[src/rtl/rvga_mem_arbiter.sv]
// Shares one DDR word port between the fetch port and the data port.
// Round-robin on contention; a watchdog ends hung transactions with d_err.
module rvga_mem_arbiter #(
    parameter int unsigned TIMEOUT = 64
) (
    input  logic        clk,
    input  logic        rst,
    input  logic [31:0] i_addr,
    input  logic        i_read,
    output logic [31:0] i_rdata,
    output logic        i_resp,
    input  logic [31:0] d_addr,
    input  logic        d_read,
    input  logic        d_write,
    input  logic [31:0] d_wdata,
    output logic [31:0] d_rdata,
    output logic        d_resp,
    output logic        d_err,
    output logic [31:0] ddr_addr,
    output logic        ddr_read,
    output logic        ddr_write,
    output logic [31:0] ddr_wdata,
    input  logic [31:0] ddr_rdata,
    input  logic        ddr_resp
);
    // state | meaning
    // IDLE  | no transaction; arbitration between pending requests
    // GNT_I | fetch transaction driving the DDR port
    // GNT_D | data transaction driving the DDR port
    // RESP  | response pulse to the granted port; DDR command idle
    typedef enum logic [1:0] {IDLE, GNT_I, GNT_D, RESP} state_t;

    localparam int unsigned CW = (TIMEOUT > 2) ? $clog2(TIMEOUT) : 1;
    localparam logic [CW-1:0] CNT_LAST = CW'(TIMEOUT - 1);

    state_t          state_q, state_d;
    logic            last_q, last_d;     // 1: data port was granted last
    logic            wr_q, wr_d;
    logic            err_q, err_d;
    logic [31:0]     addr_q, addr_d;
    logic [31:0]     wdata_q, wdata_d;
    logic [CW-1:0]   cnt_q, cnt_d;
    logic [31:0]     i_rdata_q, i_rdata_d;
    logic [31:0]     d_rdata_q, d_rdata_d;

    logic d_req, grant_i, in_gnt;

    assign d_req   = d_read | d_write;
    assign grant_i = i_read & (~d_req | last_q);
    assign in_gnt  = (state_q == GNT_I) || (state_q == GNT_D);

    always_comb begin
        state_d   = state_q;
        last_d    = last_q;
        wr_d      = wr_q;
        err_d     = err_q;
        addr_d    = addr_q;
        wdata_d   = wdata_q;
        cnt_d     = cnt_q;
        i_rdata_d = i_rdata_q;
        d_rdata_d = d_rdata_q;
        case (state_q)
            IDLE: begin
                if (grant_i) begin
                    state_d = GNT_I;
                    last_d  = 1'b0;
                    addr_d  = i_addr;
                    wdata_d = 32'h0;
                    wr_d    = 1'b0;
                    cnt_d   = '0;
                end else if (d_req) begin
                    state_d = GNT_D;
                    last_d  = 1'b1;
                    addr_d  = d_addr;
                    wdata_d = d_wdata;
                    wr_d    = d_write;
                    cnt_d   = '0;
                end
            end
            GNT_I, GNT_D: begin
                if (ddr_resp) begin
                    state_d = RESP;
                    if (state_q == GNT_I) begin
                        i_rdata_d = ddr_rdata;
                    end else if (!wr_q) begin
                        d_rdata_d = ddr_rdata;
                    end
                end else if (cnt_q == CNT_LAST) begin
                    // Hung transaction: report through the granted port with zero data.
                    state_d = RESP;
                    err_d   = 1'b1;
                    if (state_q == GNT_I) begin
                        i_rdata_d = 32'h0;
                    end else begin
                        d_rdata_d = 32'h0;
                    end
                end else begin
                    cnt_d = cnt_q + 1'b1;
                end
            end
            RESP: begin
                state_d = IDLE;
                err_d   = 1'b0;
            end
            default: state_d = IDLE;
        endcase
    end

    always_ff @(posedge clk or posedge rst) begin
        if (rst) begin
            state_q   <= IDLE;
            last_q    <= 1'b1;
            wr_q      <= 1'b0;
            err_q     <= 1'b0;
            addr_q    <= 32'h0;
            wdata_q   <= 32'h0;
            cnt_q     <= '0;
            i_rdata_q <= 32'h0;
            d_rdata_q <= 32'h0;
        end else begin
            state_q   <= state_d;
            last_q    <= last_d;
            wr_q      <= wr_d;
            err_q     <= err_d;
            addr_q    <= addr_d;
            wdata_q   <= wdata_d;
            cnt_q     <= cnt_d;
            i_rdata_q <= i_rdata_d;
            d_rdata_q <= d_rdata_d;
        end
    end

    // DDR command comes only from registered state so requesters cannot glitch it.
    assign ddr_read  = (state_q == GNT_I) || ((state_q == GNT_D) && !wr_q);
    assign ddr_write = (state_q == GNT_D) && wr_q;
    assign ddr_addr  = in_gnt ? (addr_q & ~32'h3) : 32'h0;
    assign ddr_wdata = in_gnt ? wdata_q : 32'h0;

    assign i_resp  = (state_q == RESP) && !last_q;
    assign d_resp  = (state_q == RESP) && last_q;
    assign d_err   = (state_q == RESP) && err_q;
    assign i_rdata = i_rdata_q;
    assign d_rdata = d_rdata_q;
endmodule

[config.mk]
export PLATFORM = sky130hd
export DESIGN_NAME = rvga_mem_arbiter
export DESIGN_NICKNAME = d
export VERILOG_FILES = /design/src/rtl/rvga_mem_arbiter.sv
export SDC_FILE = /design/constraint.sdc
export NUM_CORES = 1
export LEC_CHECK = 0
export BUFFER_PORTS_ARGS = -buffer_cell sky130_fd_sc_hd__buf_2
export CAP_MARGIN = 20
export CORE_AREA = 10 10 124 126
export CTS_CLUSTER_DIAMETER = 40
export DETAILED_ROUTE_END_ITERATION = 10
export DIE_AREA = 0 0 134 136
export PLACE_DENSITY = 0.77
export SLEW_MARGIN = 10
export SYNTH_ARGS = -nofsm -noshare
export SYNTH_HDL_FRONTEND = slang
export SYNTH_SLANG_ARGS = --single-unit
export TNS_END_PERCENT = 20
[constraint.sdc]
create_clock -name clk -period 5.9 [get_ports clk]
set_input_delay 0.885 -clock clk [delete_from_list [all_inputs] [get_ports clk]]
set_output_delay 0.885 -clock clk [all_outputs]
set_load 0.1 [all_outputs]
# --- Yosys cells after proc, flatten, opt, wreduce, memory -nomap -nowiden ---
# Cells that the tools add are included.
classes:
  add_sub_neg: 1
  eq_ne: 10
  mux: 32
  bitwise_logic: 5
  reduce_logical: 21
op_table:
  columns: ["op", "count"]
  rows:
  - ["$mux 32", 15]
  - ["$mux 6", 4]
  - ["$pmux 6 s2", 1]
  - ["$mux 2", 4]
  - ["$ne 2x2->1 const B", 4]
  - ["$reduce_and 4->1", 2]
  - ["$reduce_bool 2->1", 4]
  - ["$add 6x1->6 const B", 1]
  - ["$eq 6x6->1 const B", 1]
  - ["$mux 1", 6]
  - ["$ne 3x3->1 const B", 2]
  - ["$pmux 2 s3", 1]
  - ["$reduce_and 3->1", 2]
  - ["$logic_and 1x1->1", 5]
  - ["$eq 2x2->1 const B", 2]
  - ["$reduce_and 2->1", 2]
  - ["$eq 2x1->1 const B", 1]
  - ["$logic_not 1->1", 2]
  - ["$logic_not 2->1", 1]
  - ["$logic_or 1x1->1", 2]
  - ["$not 1->1", 2]
  - ["$or 1x1->1", 2]
  - ["$pmux 1 s2", 1]
  - ["$reduce_or 2->1", 1]
  - ["$and 1x1->1", 1]
totals:
  ff_bits: 139
  word_cells: 78
  output_inout_bits: 133
  inputBits: 134

# --- Longest topological paths before layout ---
depth:
  depth_word: 6
  ltp_mapped: 8
  depth_no_buf: 6

# --- Least setup slack after synthesis ---
# Ideal clock, no wire load.
synth_path:
  kind: "reg2out"
  from: "register state_q[0]"
  to: "output ddr_addr[2]"
  arrival_time_ns: 2.107
  n_path_buf: 3
  t_required_ns: 5.015
  setup_slack_ns: 2.908
  stages_incl_launch_ff: 7
  cell_sequence: "dfrtp_1 > inv_1 > ha_1 > buf_2 > clkbuf_1 > clkbuf_1 > and2_1"
synth_via:
  elab_chain_len: 3
  word_cells_on_any_way: 4
  cone_classes: "eq/ne: 2; mux: 1; reduce/logical: 1"
synth_lines:
  columns: ["item", "line_no", "source"]
  rows:
  - ["start: declaration", "36", "state_t state_q, state_d;"]
  - ["start signal: assignment", "121", "state_q <= state_d;"]
  - ["$eq 2x1->1 or $eq 2x2->1 (tied branches)", "50", "assign in_gnt = (state_q == GNT_I) || (state_q == GNT_D);"]
  - ["$logic_or 1x1->1 (*)", "50", null]
  - ["$mux 32 (*)", "136", "assign ddr_addr = in_gnt ? (addr_q & ~32'h3) : 32'h0;"]
  - ["end: declaration", "19", "output logic [31:0] ddr_addr,"]
# Mark *: on every way between the ends. The rest lies on a longest branch, timed or not.

# --- Final worst setup path ---
layout_path:
  from: "register state_q[1]"
  to: "output ddr_wdata[6]"
layout_via:
  elab_chain_len: 3
  word_cells_on_any_way: 4
  cone_classes: "eq/ne: 2; mux: 1; reduce/logical: 1"
layout_lines:
  columns: ["item", "line_no", "source"]
  rows:
  - ["$eq 2x1->1 or $eq 2x2->1 (tied branches)", "50", null]
  - ["$logic_or 1x1->1 (*)", "50", null]
  - ["$mux 32 (*)", "137", "assign ddr_wdata = in_gnt ? wdata_q : 32'h0;"]
  - ["end: declaration", "22", "output logic [31:0] ddr_wdata,"]
# Marked as above.

==> flow_summary.ini <==
[placement]
hpwl_mm = 12.7
gp_congestion = 0.793
io_buffers = 260

[timing]
period_share_pct = 56.0
slew_headroom_pct = 35.1
drv_slew = 0
finalCriticalPeriod_ps = 3310
fin_skew_ps = 10.7
final.setup.tns_ps = 0
hold_viol_final = 0
finalSetupViolCount = 0
rsz0062_at_grt = false
max_freq_ghz = 0.303
worst_pin_slew_ps = 974

[worst_hold_path]
hold_class = reg2reg
min_path_cells = 2
holdCritStartpoint = addr_q[28]$_DFFE_PP0P_

[yosys]
yosysSeqAreaShare_pct = 57.2
syn_inst = 501
synth_warnings = 0
synth_seq_cells = 137
synth_area_per_cell_um2 = 12.0
ys_types = 44
syn_area_um2 = 6000

[detailed_routing]
drt_wl_total_mm = 17.6
avgRoutedWirePerCell_um = 18.8
vias_per_cell = 5.29
drt_iter0_markers = 243
vias = 4965
drt-pass1-iter-count = 5
ant_nets = 0
drc = 0

[layout]
n_fill_cell = 1066
nets = 888
diodes = 0
ff_latch_area_um2 = 3430
syn_to_final_growth_pct = 34.1
final_common_cell = buf_2
multiInputGateArea_um2 = 2340
mostFrequentLayoutCells = buf_2 (260), dfrtp_1 (136), a22o_1 (99), and2_1 (65), nand2_1 (34)
drive_gt1_share_pct = 41.1

[worst_setup_path]
r2r_cells = 5
endpoint = ddr_wdata[6]
reg2reg_slack_ps = 3850
worstSetupEndpointType = output pin
critPathKind = reg2out
r2r-end = d_rdata[28]$_DFFE_PP0P_
cp_data_arrival_time_ps = 2420
cp.required_ps = 5020
worstReg2RegStart = state_q[1]$_DFFE_PP0P_
path_max_fanout = 57
startpoint = state_q[1]$_DFFE_PP0P_
start_kind = flip-flop

[global_route]
overflow = 0
grt_pass1_wl_mm = 28.2
grt_pass1_vias = 5299
use_met2_pct = 31.1
grt_use_met1_pct = 22.4
gr-usage-met3_pct = 9.67
grt.busiest_layer = met2
grt_max_degree = 98
grt_usage_pct = 19.4
grt_antenna_before_repair = 0

[cts]
cts-hold-fix-buffers = 0
cts_tree = yes
cts_buffers = 17
clockRootBuffer = clkbuf_16
post_cts_resized = 0
cts_setup_buffers = 0
clk_pin_slew_ps = 60
worstSkewPairLatency_ps = 420
clockBufferDepth = 2
cts_max_level = 4
cts_num_sinks = 137

[die]
ioPinCount = 267
num_rows = 42
dieArea_um2 = 18200
initial_core_util_pct = 46.2
core_area_um2 = 13000
die_h_um = 136
die_x_um = 134

[run_status]
status = completed

[run]
drv_cap = 0
layer usage:
metal,routed length (um),vias to the layer above,share of wire (%)
met5,0,-,0
met4,144,0,0.82
met3,1730,10,9.8
met2,8560,216,49
met1,7190,2434,41
li1,-,2305,-
cell type report:
class                           instances  area share, %
Clock inverter                         14           2.43
Clock buffer                           18           5.46
Timing Repair Buffer                  269           17.3
Tap cell                              176           2.74
Inverter                                6          0.342
Sequential cell                       137           42.6
Multi-Input combinational cell        318           29.1
sequential cells by signal (all words and copies together), names as in the netlist:
register / flops
addr_q: 30
cnt_q: 6
d_rdata: 32
err_q: 1
i_rdata: 32
last_q: 1
state_q: 2
wdata_q: 32
wr_q: 1
worst min path at each step:
stage	endpoint	slack [ps]
6_report	addr_q[28]$_DFFE_PP0P_	470
5_1_grt	addr_q[10]$_DFFE_PP0P_	500
4_1_cts	addr_q[26]$_DFFE_PP0P_	480
3_5_place_dp	addr_q[26]$_DFFE_PP0P_	460
3_3_place_gp	addr_q[27]$_DFFE_PP0P_	450
2_1_floorplan	addr_q[19]$_DFFE_PP0P_	440
per-stage QoR:
step           area [um^2]  std cells  setup slack [ps]  utilization [%]  hold slack [ps]
6_report              8050        938              2590             62.0              469
2_1_floorplan         6000        502              1350                -              442
4_1_cts               8030        937              2240             61.8              476
3_5_place_dp          7390        905              2710             56.9              463
5_1_grt               8050        938              2420             62.0              496
3_3_place_gp          7380        904              2760             56.8              454
worst max-delay path: stages, from the launching register on:
cell and delay, ps:
dfrtp_1 400, inv_1 80, ha_2 610, buf_12 270, and2_1 200, buf_2 440
cell families after synthesis:
group / Yosys count / share of synthesized area [%]
DFF: 137 / 57.2
and+or+nand+nor: 124 / 12.0
adders and majority gates: 5 / 1.04
other: 1 / 0.0625
buffers and inverters: 47 / 3.98
AOI/OAI and AO/OA: 154 / 20.2
muxes: 33 / 5.61
synthesized netlist by cell type (all sizes together):
| cell type | n | area, um^2 |
|---|---|---|
| a31oi | 1 | 6.26 |
| a211oi | 1 | 7.51 |
| nand2 | 34 | 128 |
| a311oi | 1 | 8.76 |
| clkbuf | 15 | 60.1 |
| a21o | 2 | 15.0 |
| o21a | 2 | 15.0 |
| buf | 26 | 156 |
| a221o | 1 | 10.0 |
| o211a | 1 | 10.0 |
| inv | 6 | 22.5 |
| nor4 | 1 | 6.26 |
| mux2 | 2 | 26.3 |
| nand4b | 1 | 8.76 |
| o22ai | 1 | 6.26 |
| a21oi | 6 | 30.0 |
| o21ai | 35 | 186 |
| a2bb2oi | 1 | 8.76 |
| ha | 5 | 62.6 |
| nor2b | 2 | 12.5 |
| a22o | 99 | 867 |
| mux2i | 31 | 310 |
| dfstp | 1 | 26.3 |
| o31ai | 2 | 28.8 |
| nor2 | 6 | 30.0 |
| nand3b | 3 | 22.5 |
| a32o | 1 | 10.0 |
| and2 | 65 | 407 |
| and3 | 3 | 18.8 |
| and4b | 2 | 20.0 |
| dfrtp | 136 | 3400 |
| nor4b | 2 | 38.8 |
| conb | 1 | 3.75 |
| nor3 | 2 | 10.0 |
| nand3 | 3 | 15.0 |
Power is left out: the tool's default activity adds up to more than one toggle a clock period on the data nets, which glitch-free logic cannot reach.
